===== src/rtl/down_counter4bit.sv =====
// ---------------------------------------------------------------------------
// down_counter4bit - loadable 4-bit countdown timer
//
// Loads a start value and counts down once per enabled cycle. When it
// reaches zero it pulses done for one cycle. The decrement is built from
// a ripple chain of fulladder1 cells that adds all-ones (Q + 4'b1111).
//
// Parameters:
//   AUTO_RELOAD - 1: reload load_val and keep running after done
//                 0: return to idle after done
// Ports:
//   clk      in   clock, rising edge
//   rst      in   synchronous active-high reset, overrides everything
//   start    in   load load_val and begin counting (IDLE or DONE only)
//   load_val in   start value 0..15, sampled only on a loading edge
//   en       in   count enable while in RUN
//   Q        out  current count (registered)
//   busy     out  high while in RUN (registered)
//   done     out  one-cycle pulse in DONE (registered)
//   zero     out  Q == 0 (combinational)
// ---------------------------------------------------------------------------

// One-bit full adder used as the decrement datapath cell.
module fulladder1 (
    input  logic a_i,
    input  logic b_i,
    input  logic ci_i,
    output logic s_o,
    output logic co_o
);
    assign s_o  = a_i ^ b_i ^ ci_i;
    assign co_o = (a_i & b_i) | (ci_i & (a_i ^ b_i));
endmodule

module down_counter4bit #(
    parameter logic AUTO_RELOAD = 1'b0
) (
    input  logic       clk,
    input  logic       rst,
    input  logic       start,
    input  logic [3:0] load_val,
    input  logic       en,
    output logic [3:0] Q,
    output logic       busy,
    output logic       done,
    output logic       zero
);

    typedef enum logic [1:0] {
        ST_IDLE = 2'd0,
        ST_RUN  = 2'd1,
        ST_DONE = 2'd2
    } state_t;

    state_t     state_q;
    logic [3:0] q_q;
    logic       busy_q;
    logic       done_q;

    // Decrement datapath: Q + 4'b1111 with carry-in 0 yields Q - 1.
    logic [3:0] dec_sum;
    logic [4:0] carry;
    logic       borrow;

    assign carry[0] = 1'b0;

    generate
        for (genvar gi = 0; gi < 4; gi++) begin : g_dec
            fulladder1 u_fa (
                .a_i  (q_q[gi]),
                .b_i  (1'b1),
                .ci_i (carry[gi]),
                .s_o  (dec_sum[gi]),
                .co_o (carry[gi+1])
            );
        end
    endgenerate

    // Adding all-ones carries out for every nonzero Q; no carry means Q was 0.
    assign borrow = ~carry[4];

    always_ff @(posedge clk) begin
        if (rst) begin
            state_q <= ST_IDLE;
            q_q     <= 4'd0;
            busy_q  <= 1'b0;
            done_q  <= 1'b0;
        end else begin
            done_q <= 1'b0;
            case (state_q)
                ST_IDLE, ST_DONE: begin
                    if (start) begin
                        if (load_val != 4'd0) begin
                            q_q     <= load_val;
                            state_q <= ST_RUN;
                            busy_q  <= 1'b1;
                        end else begin
                            // Zero-length run: straight to DONE, busy never rises.
                            q_q     <= 4'd0;
                            state_q <= ST_DONE;
                            busy_q  <= 1'b0;
                            done_q  <= 1'b1;
                        end
                    end else if ((state_q == ST_DONE) && AUTO_RELOAD &&
                                 (load_val != 4'd0)) begin
                        q_q     <= load_val;
                        state_q <= ST_RUN;
                        busy_q  <= 1'b1;
                    end else begin
                        state_q <= ST_IDLE;
                        busy_q  <= 1'b0;
                    end
                end
                ST_RUN: begin
                    // The borrow guard keeps Q from ever wrapping 0 -> 15.
                    if (en && !borrow) begin
                        q_q <= dec_sum;
                        if (q_q == 4'd1) begin
                            state_q <= ST_DONE;
                            busy_q  <= 1'b0;
                            done_q  <= 1'b1;
                        end
                    end
                end
                default: begin
                    state_q <= ST_IDLE;
                    busy_q  <= 1'b0;
                end
            endcase
        end
    end

    assign Q    = q_q;
    assign busy = busy_q;
    assign done = done_q;
    assign zero = (q_q == 4'd0);

endmodule


===== config.mk =====
export PLATFORM = sky130hd
export DESIGN_NAME = down_counter4bit
export DESIGN_NICKNAME = d
export VERILOG_FILES = /design/src/rtl/down_counter4bit.sv
export SDC_FILE = /design/constraint.sdc
export NUM_CORES = 1
export LEC_CHECK = 0
export ABC_CLOCK_PERIOD_IN_PS = 3800
export CORE_AREA = 2 2 39 41
export CTS_BUF_LIST = sky130_fd_sc_hd__clkbuf_2
export CTS_CLUSTER_SIZE = 10
export DETAILED_ROUTE_END_ITERATION = 12
export DIE_AREA = 0 0 41 43
export PLACE_DENSITY = 0.71
export SYNTH_ARGS = -nofsm -noshare
export SYNTH_HDL_FRONTEND = slang
export SYNTH_HIERARCHICAL = 1
export SYNTH_SLANG_ARGS = --single-unit

===== constraint.sdc =====
create_clock -name clk -period 3.8 [get_ports clk]
set_input_delay 0.38 -clock clk [delete_from_list [all_inputs] [get_ports clk]]
set_output_delay 0.38 -clock clk [all_outputs]
set_load 0.01 [all_outputs]

==> report_table.html, run 1 <==
<table>
<tr><th>Metric</th><th>Value</th></tr>
<tr><th colspan="2">Outcome</th></tr>
<tr><td>Run status</td><td>complete, no violations</td></tr>
<tr><th colspan="2">Placement</th></tr>
<tr><td>RD Place Congestion</td><td>0.751</td></tr>
<tr><td>DP Wirelength</td><td>854 um</td></tr>
<tr><td>Port bufs</td><td>14</td></tr>
<tr><th colspan="2">Clock tree</th></tr>
<tr><td>Clock transition time at the flip-flop clock pins of the worst setup and hold paths</td><td>0.08 ns</td></tr>
<tr><td>Hold-fix buffer count after cts</td><td>0</td></tr>
<tr><td>Source-to-sink clock delay at the later pin of the worst-skew pair</td><td>0.24 ns</td></tr>
<tr><td>Clock sink count</td><td>8</td></tr>
<tr><td>TritonCTS Buffers</td><td>3</td></tr>
<tr><td>Clk buf depth</td><td>2</td></tr>
<tr><td>Clock root buffer master</td><td>sky130_fd_sc_hd__clkbuf_2</td></tr>
<tr><td>H-tree level count</td><td>1</td></tr>
<tr><td>Resized Gates After CTS</td><td>0</td></tr>
<tr><td>TritonCTS clock tree</td><td>yes</td></tr>
<tr><td>Count of buffers added by post-CTS timing repair for setup</td><td>0</td></tr>
<tr><th colspan="2">Worst setup path</th></tr>
<tr><td>Worst reg2reg path startpoint</td><td>Q[0]$_SDFFE_PP0P_</td></tr>
<tr><td>Library cell appearing most often on the critical path</td><td>sky130_fd_sc_hd__fa_1</td></tr>
<tr><td>Worst Path Class, Setup</td><td>reg -&gt; reg</td></tr>
<tr><td>Category of the worst setup path capture point</td><td>flop</td></tr>
<tr><td>Max stage delay cell, worst path</td><td>sky130_fd_sc_hd__fa_1</td></tr>
<tr><td>End of the worst register-to-register path</td><td>Q[2]$_SDFFE_PP0P_</td></tr>
<tr><td>Buf+Inv Stages, Crit Path</td><td>0</td></tr>
<tr><td>Largest stage delay, worst path</td><td>0.45 ns</td></tr>
<tr><td>Critical-path maximum fanout</td><td>5</td></tr>
<tr><td>Signal arrival time at the worst endpoint</td><td>2.92 ns</td></tr>
<tr><td>Flop-to-flop setup slack</td><td>1.06 ns</td></tr>
<tr><td>Crit start category</td><td>flop</td></tr>
<tr><td>Cell chain of the critical path</td><td>fa_1 -&gt; fa_1 -&gt; fa_1 -&gt; fa_1 -&gt; and4b_4 -&gt; or2_1 -&gt; a21oi_1</td></tr>
<tr><td>Required time worst endpoint</td><td>3.97 ns</td></tr>
<tr><td>Register-to-Register Path Depth</td><td>7</td></tr>
<tr><td>CP top delay family</td><td>adder cells</td></tr>
<tr><th colspan="2">Timing</th></tr>
<tr><td>Pins over their slew limit</td><td>0</td></tr>
<tr><td>Number of setup violations in the final report</td><td>0</td></tr>
<tr><td>Number of hold violations in the final report</td><td>0</td></tr>
<tr><td>Fin crit share</td><td>72.2%</td></tr>
<tr><td>RSZ-0062 raised after global routing</td><td>no</td></tr>
<tr><td>Headroom to the max-slew limit</td><td>51.4%</td></tr>
<tr><td>Highest achievable clock rate</td><td>364 MHz</td></tr>
<tr><td>Shortest clock period the worst path allows after layout</td><td>2.74 ns</td></tr>
<tr><td>Clock Skew</td><td>0.00517 ns</td></tr>
<tr><td>Transition time of the tightest slew-check pin</td><td>0.728 ns</td></tr>
<tr><td>Sum of negative setup slack</td><td>0 ns</td></tr>
<tr><th colspan="2">Layout</th></tr>
<tr><td>Nets@finish</td><td>78</td></tr>
<tr><td>Filler cell count in the final layout</td><td>150</td></tr>
<tr><td>Final standard cell utilization of the core</td><td>46.7%</td></tr>
<tr><td>Layout Area Growth over Synthesis</td><td>38.3%</td></tr>
<tr><td>Fraction of layout instances using a drive strength above 1</td><td>9.38%</td></tr>
<tr><td>Combined flip-flop and latch cell area</td><td>160 sq um</td></tr>
<tr><td>Antenna fix cells</td><td>0</td></tr>
<tr><td>Total area of multi-input combinational cells</td><td>307 sq um</td></tr>
<tr><th colspan="2">Drt</th></tr>
<tr><td>Antenna violation net count after detailed routing</td><td>0</td></tr>
<tr><td>Number of detailed-route iterations in the first pass</td><td>2</td></tr>
<tr><td>Avg WL per Cell</td><td>13.0 um</td></tr>
<tr><td>Post-detailed-route DRC marker count</td><td>0</td></tr>
<tr><td>Routed via count</td><td>399</td></tr>
<tr><td>Vias per inst</td><td>4.99</td></tr>
<tr><td>Routed WL</td><td>1040 um</td></tr>
<tr><td>Number of design-rule violations left by the first detailed-router iteration</td><td>2</td></tr>
<tr><th colspan="2">Synth</th></tr>
<tr><td>Average instance area after synthesis</td><td>10.4 sq um</td></tr>
<tr><td>Synth unique cells</td><td>21</td></tr>
<tr><td>Cell area after synthesis</td><td>467 sq um</td></tr>
<tr><td>Number of register bits inferred by synthesis</td><td>8</td></tr>
<tr><td>Sequential cell area fraction in the yosys report</td><td>34.3%</td></tr>
<tr><td>Synthesized instance count</td><td>45</td></tr>
<tr><td>Total number of yosys warnings</td><td>6</td></tr>
<tr><th colspan="2">Floorplanning</th></tr>
<tr><td># rows</td><td>14</td></tr>
<tr><td>Chip height</td><td>43 um</td></tr>
<tr><td>Die Outline Area</td><td>1760 sq um</td></tr>
<tr><td>Horiz. Die Dim</td><td>41 um</td></tr>
<tr><td>Num ports</td><td>15</td></tr>
<tr><td>Initial core utilization</td><td>33.7%</td></tr>
<tr><td>Floorplan Core Area</td><td>1380 sq um</td></tr>
<tr><th colspan="2">Power</th></tr>
<tr><td>Worst voltage drop across the vdd grid</td><td>0.000127 V</td></tr>
<tr><td>LEAKAGE</td><td>0.000260 uW</td></tr>
<tr><td>Ratio of total power to cell area</td><td>345 nW/um^2</td></tr>
<tr><th colspan="2">Global routing</th></tr>
<tr><td>Global route overflow</td><td>0</td></tr>
<tr><td>Global-route wire length before repair</td><td>1770 um</td></tr>
<tr><td>Number of antenna violations at the first check in global routing</td><td>0</td></tr>
<tr><td>Global Route Usage Sum</td><td>16.4%</td></tr>
<tr><td>Pin count of the biggest net entering global routing</td><td>9</td></tr>
<tr><td>Vias in the first global route</td><td>395</td></tr>
<tr><th colspan="2">Worst hold path</th></tr>
<tr><td>Worst Hold Launch</td><td>busy$_SDFFE_PP0P_</td></tr>
<tr><td>Endpoint with the worst hold slack</td><td>busy$_SDFFE_PP0P_</td></tr>
<tr><td>Classification of the worst-slack hold path</td><td>reg -&gt; reg</td></tr>
<tr><td>Number of cells traversed by the worst hold path</td><td>2</td></tr>
<tr><th colspan="2">Job</th></tr>
<tr><td>Max Cap Viol</td><td>0</td></tr>
</table>
-- state kept, by name, summed over array words and instances (netlist names) --
name / count
Q: 4
done: 1
state_q: 2
busy: 1
-- metal layers --
| metal | routed length [um] | global-route usage [%] | part of all wire, % | vias to the layer above |
|---|---|---|---|---|
| li1 | - | - | - | 200 |
| met1 | 459 | 17.9 | 44 | 183 |
| met2 | 504 | 22.8 | 48 | 11 |
| met3 | 38 | 6.28 | 3.7 | 5 |
| met4 | 38 | 15.3 | 3.7 | 0 |
| met5 | 0 | 0 | 0 | - |
-- Yosys cell counts --
master                     number  share of area, %
sky130_fd_sc_hd__and3_1         1               1.3
sky130_fd_sc_hd__conb_1         2               1.6
sky130_fd_sc_hd__nor2b_1        2               2.7
sky130_fd_sc_hd__and4b_4        1               2.9
sky130_fd_sc_hd__buf_4          1               1.6
sky130_fd_sc_hd__inv_1          1              0.80
sky130_fd_sc_hd__nand3_1        1               1.1
sky130_fd_sc_hd__or3_4          1               2.4
sky130_fd_sc_hd__or2_1          1               1.3
sky130_fd_sc_hd__a21oi_1        6               6.4
sky130_fd_sc_hd__nand2b_1       1               1.3
sky130_fd_sc_hd__a31o_1         2               3.8
sky130_fd_sc_hd__o31ai_1        4               6.4
sky130_fd_sc_hd__dfxtp_1        8                34
sky130_fd_sc_hd__mux2i_1        4               8.6
sky130_fd_sc_hd__nor4_1         1               1.3
sky130_fd_sc_hd__nor2_2         1               1.3
sky130_fd_sc_hd__o211ai_1       1               1.6
sky130_fd_sc_hd__nor2_1         1              0.80
sky130_fd_sc_hd__o21ai_1        1               1.1
sky130_fd_sc_hd__fa_1           4                17
-- final cells by class --
type,count,area share [%]
multi-input cells,38,47.5
well taps,16,3.10
inverters,1,0.581
flip-flops and latches,8,24.8
repair buffers,14,21.7
clock buffers,3,2.33
-- metrics by stage --
stage / hold slack, ns / instance area [sq um] / cells / total power (uW) / setup WS (ns)
6_report: 0.503 / 646 / 80 / 223 / 1.06
5_1_grt: 0.533 / 646 / 80 / 242 / 0.934
4_1_cts: 0.510 / 646 / 80 / 225 / 1.02
3_5_place_dp: 0.500 / 631 / 77 / 173 / 1.05
3_3_place_gp: 0.487 / 631 / 77 / 171 / 1.13
2_1_floorplan: 0.449 / 478 / 48 / 140 / 1.24
-- power breakdown --
group / internal (uW) / switching (uW) / total [uW]
clock: 21.5 / 31.2 / 52.7
combinational: 39.2 / 32.3 / 71.5
sequential: 90.6 / 7.78 / 98.4
-- kinds of logic after synthesis --
family                   count (synthesis)  share of synthesized area (%)
flip-flops                               8                           34.3
buffers and inverters                    2                           2.41
multiplexers                             4                           8.58
AND/OR/NAND/NOR                         11                           16.6
AO/OA/AOI/OAI                           14                           19.3
other                                    2                           1.61
adder cells (fa/ha/maj)                  4                           17.2
-- worst max path at each step --
stage                     slack, ns           endpoint              start  cells after the start
final                          1.06  Q[2]$_SDFFE_PP0P_  Q[0]$_SDFFE_PP0P_                      7
after global routing           0.93  Q[2]$_SDFFE_PP0P_  Q[0]$_SDFFE_PP0P_                      7
after CTS                      1.02  Q[2]$_SDFFE_PP0P_  Q[0]$_SDFFE_PP0P_                      7
after detailed placement       1.05  Q[2]$_SDFFE_PP0P_  Q[0]$_SDFFE_PP0P_                      7
after global placement         1.13  Q[0]$_SDFFE_PP0P_  Q[0]$_SDFFE_PP0P_                      7
after floorplan                1.24  Q[0]$_SDFFE_PP0P_  Q[0]$_SDFFE_PP0P_                      7
-- worst register-to-register path: stages (launching register included) --
cell                      delay, ns
sky130_fd_sc_hd__dfxtp_1       0.36
sky130_fd_sc_hd__fa_1          0.45
sky130_fd_sc_hd__fa_1          0.40
sky130_fd_sc_hd__fa_1          0.39
sky130_fd_sc_hd__fa_1          0.40
sky130_fd_sc_hd__and4b_4       0.22
sky130_fd_sc_hd__or2_1         0.28
sky130_fd_sc_hd__a21oi_1       0.17
-- placed cells by master (no fill, tap or decap) --
cell / synthesis / final
sky130_fd_sc_hd__a31o_1: 2 / 2
sky130_fd_sc_hd__inv_1: 1 / 1
sky130_fd_sc_hd__clkbuf_2: 0 / 3
sky130_fd_sc_hd__o31ai_1: 4 / 4
sky130_fd_sc_hd__fa_1: 4 / 4
sky130_fd_sc_hd__or3_4: 1 / 1
sky130_fd_sc_hd__o21ai_1: 1 / 1
sky130_fd_sc_hd__or2_1: 1 / 1
sky130_fd_sc_hd__nor2_1: 1 / 1
sky130_fd_sc_hd__nand2b_1: 1 / 1
sky130_fd_sc_hd__mux2i_1: 4 / 4
sky130_fd_sc_hd__clkdlybuf4s50_1: 0 / 14
sky130_fd_sc_hd__a21oi_1: 6 / 6
sky130_fd_sc_hd__and3_1: 1 / 1
sky130_fd_sc_hd__and4b_4: 1 / 1
sky130_fd_sc_hd__nand3_1: 1 / 1
sky130_fd_sc_hd__o211ai_1: 1 / 1
sky130_fd_sc_hd__nor4_1: 1 / 1
sky130_fd_sc_hd__conb_1: 2 / 5
sky130_fd_sc_hd__nor2_2: 1 / 1
sky130_fd_sc_hd__dfxtp_1: 8 / 8
sky130_fd_sc_hd__nor2b_1: 2 / 2
No activity file was read; power rests on OpenSTA's default activity.
==> inputs of run 2 (changes only) <==
--- a/config.mk
+++ b/config.mk
@@ -5,7 +5,7 @@
 export SDC_FILE = /design/constraint.sdc
 export NUM_CORES = 1
 export LEC_CHECK = 0
-export ABC_CLOCK_PERIOD_IN_PS = 3800
+export ABC_CLOCK_PERIOD_IN_PS = 2600
 export CORE_AREA = 2 2 39 41
 export CTS_BUF_LIST = sky130_fd_sc_hd__clkbuf_2
 export CTS_CLUSTER_SIZE = 10
==> constraint.sdc (replaced) <==
create_clock -name clk -period 2.6 [get_ports clk]
set_input_delay 0.26 -clock clk [delete_from_list [all_inputs] [get_ports clk]]
set_output_delay 0.26 -clock clk [all_outputs]
set_load 0.01 [all_outputs]
==> report_table.html, run 2 (synthesized netlist as in run 1, its figures left out) <==
<table>
<tr><th>Metric</th><th>Value</th></tr>
<tr><th colspan="2">Outcome</th></tr>
<tr><td>Run status</td><td>complete, no violations (unchanged)</td></tr>
<tr><th colspan="2">Placement</th></tr>
<tr><td>RD Place Congestion</td><td>0.786 (was 0.751)</td></tr>
<tr><td>Cell area after placement</td><td>638 sq um (was 631 sq um)</td></tr>
<tr><td>DP Wirelength</td><td>791 um (was 854 um)</td></tr>
<tr><td>Port bufs</td><td>14 (unchanged)</td></tr>
<tr><th colspan="2">Clock tree</th></tr>
<tr><td>TritonCTS Buffers</td><td>3 (unchanged)</td></tr>
<tr><td>Source-to-sink clock delay at the later pin of the worst-skew pair</td><td>0.23 ns (was 0.24 ns)</td></tr>
<tr><td>Clock transition time at the flip-flop clock pins of the worst setup and hold paths</td><td>0.08 ns (about the same)</td></tr>
<tr><td>H-tree level count</td><td>1 (unchanged)</td></tr>
<tr><td>Clk buf depth</td><td>2 (unchanged)</td></tr>
<tr><td>Clock root buffer master</td><td>sky130_fd_sc_hd__clkbuf_2 (unchanged)</td></tr>
<tr><td>Count of buffers added by post-CTS timing repair for setup</td><td>0 (unchanged)</td></tr>
<tr><td>Clock sink count</td><td>8 (unchanged)</td></tr>
<tr><td>TritonCTS clock tree</td><td>yes (unchanged)</td></tr>
<tr><th colspan="2">Worst hold path</th></tr>
<tr><td>Classification of the worst-slack hold path</td><td>reg -&gt; reg (unchanged)</td></tr>
<tr><td>Endpoint with the worst hold slack</td><td>busy$_SDFFE_PP0P_ (unchanged)</td></tr>
<tr><td>Worst Hold Launch</td><td>busy$_SDFFE_PP0P_ (unchanged)</td></tr>
<tr><td>Number of cells traversed by the worst hold path</td><td>2 (unchanged)</td></tr>
<tr><th colspan="2">Drt</th></tr>
<tr><td>Number of design-rule violations left by the first detailed-router iteration</td><td>3 (was 2)</td></tr>
<tr><td>Routed via count</td><td>396 (was 399)</td></tr>
<tr><td>Vias per inst</td><td>4.89 (was 4.99)</td></tr>
<tr><td>Avg WL per Cell</td><td>11.5 um (was 13.0 um)</td></tr>
<tr><td>Post-detailed-route DRC marker count</td><td>0 (unchanged)</td></tr>
<tr><td>Routed WL</td><td>930 um (was 1040 um)</td></tr>
<tr><td>Number of detailed-route iterations in the first pass</td><td>2 (unchanged)</td></tr>
<tr><td>Antenna violation net count after detailed routing</td><td>0 (unchanged)</td></tr>
<tr><th colspan="2">Timing</th></tr>
<tr><td>Headroom to the max-slew limit</td><td>52.8% (was 51.4%)</td></tr>
<tr><td>Sum of negative setup slack</td><td>0 ns (unchanged)</td></tr>
<tr><td>Pins over their slew limit</td><td>0 (unchanged)</td></tr>
<tr><td>Transition time of the tightest slew-check pin</td><td>0.706 ns (was 0.728 ns)</td></tr>
<tr><td>Number of setup violations in the final report</td><td>0 (unchanged)</td></tr>
<tr><td>Highest achievable clock rate</td><td>398 MHz (was 364 MHz)</td></tr>
<tr><td>Number of hold violations in the final report</td><td>0 (unchanged)</td></tr>
<tr><td>Clock Skew</td><td>0.0150 ns (was 0.00517 ns)</td></tr>
<tr><td>Fin crit share</td><td>96.7% (was 72.2%)</td></tr>
<tr><td>Shortest clock period the worst path allows after layout</td><td>2.52 ns (was 2.74 ns)</td></tr>
<tr><th colspan="2">Layout</th></tr>
<tr><td>Max FFs per register</td><td>4 (unchanged)</td></tr>
<tr><td>Antenna fix cells</td><td>0 (unchanged)</td></tr>
<tr><td>Layout Cell Area excl Fill</td><td>672 sq um (was 646 sq um)</td></tr>
<tr><td>Top library cells by usage in the layout, fill and taps aside</td><td>14 x sky130_fd_sc_hd__clkdlybuf4s50_1, 8 x sky130_fd_sc_hd__dfxtp_1, 5 x sky130_fd_sc_hd__a21oi_1, 5 x sky130_fd_sc_hd__conb_1, 4 x sky130_fd_sc_hd__mux2i_1 (was 14 x sky130_fd_sc_hd__clkdlybuf4s50_1, 8 x sky130_fd_sc_hd__dfxtp_1, 6 x sky130_fd_sc_hd__a21oi_1)</td></tr>
<tr><td>Nets@finish</td><td>79 (was 78)</td></tr>
<tr><td>Layout Area Growth over Synthesis</td><td>44.0% (was 38.3%)</td></tr>
<tr><td>Most frequent standard cell in the layout excluding fill and tap cells</td><td>sky130_fd_sc_hd__clkdlybuf4s50_1 (unchanged)</td></tr>
<tr><td>Fraction of layout instances using a drive strength above 1</td><td>20.0% (was 9.38%)</td></tr>
<tr><th colspan="2">Global routing</th></tr>
<tr><td>Global-route wire length before repair</td><td>1500 um (was 1770 um)</td></tr>
<tr><td>Global Route Usage Sum</td><td>13.1% (was 16.4%)</td></tr>
<tr><td>Pin count of the biggest net entering global routing</td><td>9 (unchanged)</td></tr>
<tr><td>Number of antenna violations at the first check in global routing</td><td>0 (unchanged)</td></tr>
<tr><td>Vias in the first global route</td><td>374 (was 395)</td></tr>
<tr><td>Global route overflow</td><td>0 (unchanged)</td></tr>
<tr><th colspan="2">Worst setup path</th></tr>
<tr><td>Register-to-Register Path Depth</td><td>7 (unchanged)</td></tr>
<tr><td>Largest stage delay, worst path</td><td>0.44 ns (was 0.45 ns)</td></tr>
<tr><td>Crit start category</td><td>flop (unchanged)</td></tr>
<tr><td>Required time worst endpoint</td><td>2.75 ns (was 3.97 ns)</td></tr>
<tr><td>Worst Path Class, Setup</td><td>reg -&gt; reg (unchanged)</td></tr>
<tr><td>Category of the worst setup path capture point</td><td>flop (unchanged)</td></tr>
<tr><td>Logic depth of the worst path, buffers included</td><td>7 (unchanged)</td></tr>
<tr><td>Cell chain of the critical path</td><td>fa_1 -&gt; fa_2 -&gt; fa_2 -&gt; fa_2 -&gt; and4b_4 -&gt; or2_4 -&gt; a21oi_2 (was fa_1 -&gt; fa_1 -&gt; fa_1 -&gt; fa_1 -&gt; and4b_4 -&gt; or2_1 -&gt; a21oi_1)</td></tr>
<tr><td>Critical-path maximum fanout</td><td>5 (unchanged)</td></tr>
<tr><td>Worst reg2reg path startpoint</td><td>Q[0]$_SDFFE_PP0P_ (unchanged)</td></tr>
<tr><td>Library cell appearing most often on the critical path</td><td>sky130_fd_sc_hd__fa_2 (was sky130_fd_sc_hd__fa_1)</td></tr>
<tr><td>Buf+Inv Stages, Crit Path</td><td>0 (unchanged)</td></tr>
<tr><td>CP top delay family</td><td>adder cells (unchanged)</td></tr>
<tr><td>Max stage delay cell, worst path</td><td>sky130_fd_sc_hd__fa_1 (unchanged)</td></tr>
<tr><td>Flop-to-flop setup slack</td><td>0.08 ns (was 1.06 ns)</td></tr>
<tr><td>End of the worst register-to-register path</td><td>Q[1]$_SDFFE_PP0P_ (was Q[2]$_SDFFE_PP0P_)</td></tr>
<tr><td>Signal arrival time at the worst endpoint</td><td>2.67 ns (was 2.92 ns)</td></tr>
<tr><th colspan="2">Floorplanning</th></tr>
<tr><td>Initial core utilization</td><td>33.7% (unchanged)</td></tr>
<tr><td>Floorplan Core Area</td><td>1380 sq um (unchanged)</td></tr>
<tr><td>Chip height</td><td>43 um (unchanged)</td></tr>
<tr><td># rows</td><td>14 (unchanged)</td></tr>
<tr><td>Num ports</td><td>15 (unchanged)</td></tr>
<tr><td>Horiz. Die Dim</td><td>41 um (unchanged)</td></tr>
<tr><td>Die Outline Area</td><td>1760 sq um (unchanged)</td></tr>
<tr><th colspan="2">Job</th></tr>
<tr><td>Max Cap Viol</td><td>0 (unchanged)</td></tr>
<tr><th colspan="2">Power</th></tr>
<tr><td>LEAKAGE</td><td>0.000261 uW (was 0.000260 uW)</td></tr>
<tr><td>Ratio of total power to cell area</td><td>482 nW/um^2 (was 345 nW/um^2)</td></tr>
<tr><td>Worst voltage drop across the vdd grid</td><td>0.000335 V (was 0.000127 V)</td></tr>
</table>
[run 2: power by group]
group | leakage [uW] | total, uW | internal (uW) | switching [uW]
clock network | 0.0000125 | 70.1 | 31.4 | 38.8
logic | 0.000183 | 110 | 61.7 | 48.7
registers | 0.0000660 | 143 | 133 | 10.8
total | 0.000261 | 324 | 226 | 98.2
[run 2: worst max-delay path by stage]
stage	from	to	slack [ns]
global placement	Q[0]$_SDFFE_PP0P_	Q[1]$_SDFFE_PP0P_	-0.04
CTS	Q[0]$_SDFFE_PP0P_	Q[1]$_SDFFE_PP0P_	0.006
floorplan	Q[0]$_SDFFE_PP0P_	Q[0]$_SDFFE_PP0P_	0.04
finish	Q[0]$_SDFFE_PP0P_	Q[1]$_SDFFE_PP0P_	0.08
detailed placement	Q[0]$_SDFFE_PP0P_	Q[1]$_SDFFE_PP0P_	-0.08
global route	Q[0]$_SDFFE_PP0P_	Q[2]$_SDFFE_PP0P_	-0.006
[run 2: timing repair]
item | 4_1_cts | 5_1_grt
pin swaps | 1 | 1
endpoints found under the setup margin | 4 | 4
gates resized for setup | 4 | 2
hold buffers | 0 | 0
[run 2: metal layers]
metal	global-route usage, %	part of all wire (%)	vias up
met3	6.28	4.6	2
met2	20.6	51	10
li1	-	-	200
met5	0	0	-
met1	14.1	42	184
met4	6.00	1.9	0
[run 2: cell type report]
| cell class | instances | area [sq um] |
|---|---|---|
| clock buffers | 3 | 15.0 |
| fillers | 136 | 712 |
| repair buffers | 15 | 148 |
| flip-flops and latches | 8 | 160 |
| well taps | 16 | 20.0 |
| multi-input cells | 38 | 325 |
| inverters | 1 | 3.75 |
[run 2: through the flow]
step	hold slack [ns]	worst slack, ns	total power, uW	util, %	instances
3_3_place_gp	0.480	-0.0359	250	46.1	78
2_1_floorplan	0.329	0.0380	204	-	48
3_5_place_dp	0.490	-0.0800	252	46.1	78
6_report	0.498	0.0847	324	48.6	81
5_1_grt	0.540	-0.00552	348	48.6	81
4_1_cts	0.502	0.00592	328	48.0	81
[run 2: worst reg2reg max path: stages (launching register included)]
cell	delay, ns
sky130_fd_sc_hd__dfxtp_1	0.34
sky130_fd_sc_hd__fa_1	0.44
sky130_fd_sc_hd__fa_2	0.35
sky130_fd_sc_hd__fa_2	0.35
sky130_fd_sc_hd__fa_2	0.36
sky130_fd_sc_hd__and4b_4	0.22
sky130_fd_sc_hd__or2_4	0.25
sky130_fd_sc_hd__a21oi_2	0.13
==> inputs of run 3 (changes only) <==
--- a/config.mk
+++ b/config.mk
@@ -6,6 +6,7 @@
 export NUM_CORES = 1
 export LEC_CHECK = 0
 export ABC_CLOCK_PERIOD_IN_PS = 2600
+export CAP_MARGIN = 25
 export CORE_AREA = 2 2 39 41
 export CTS_BUF_LIST = sky130_fd_sc_hd__clkbuf_2
 export CTS_CLUSTER_SIZE = 10
==> results of run 3 <==
Same layout as run 2: the final DEF is identical, and so are final timing and power.
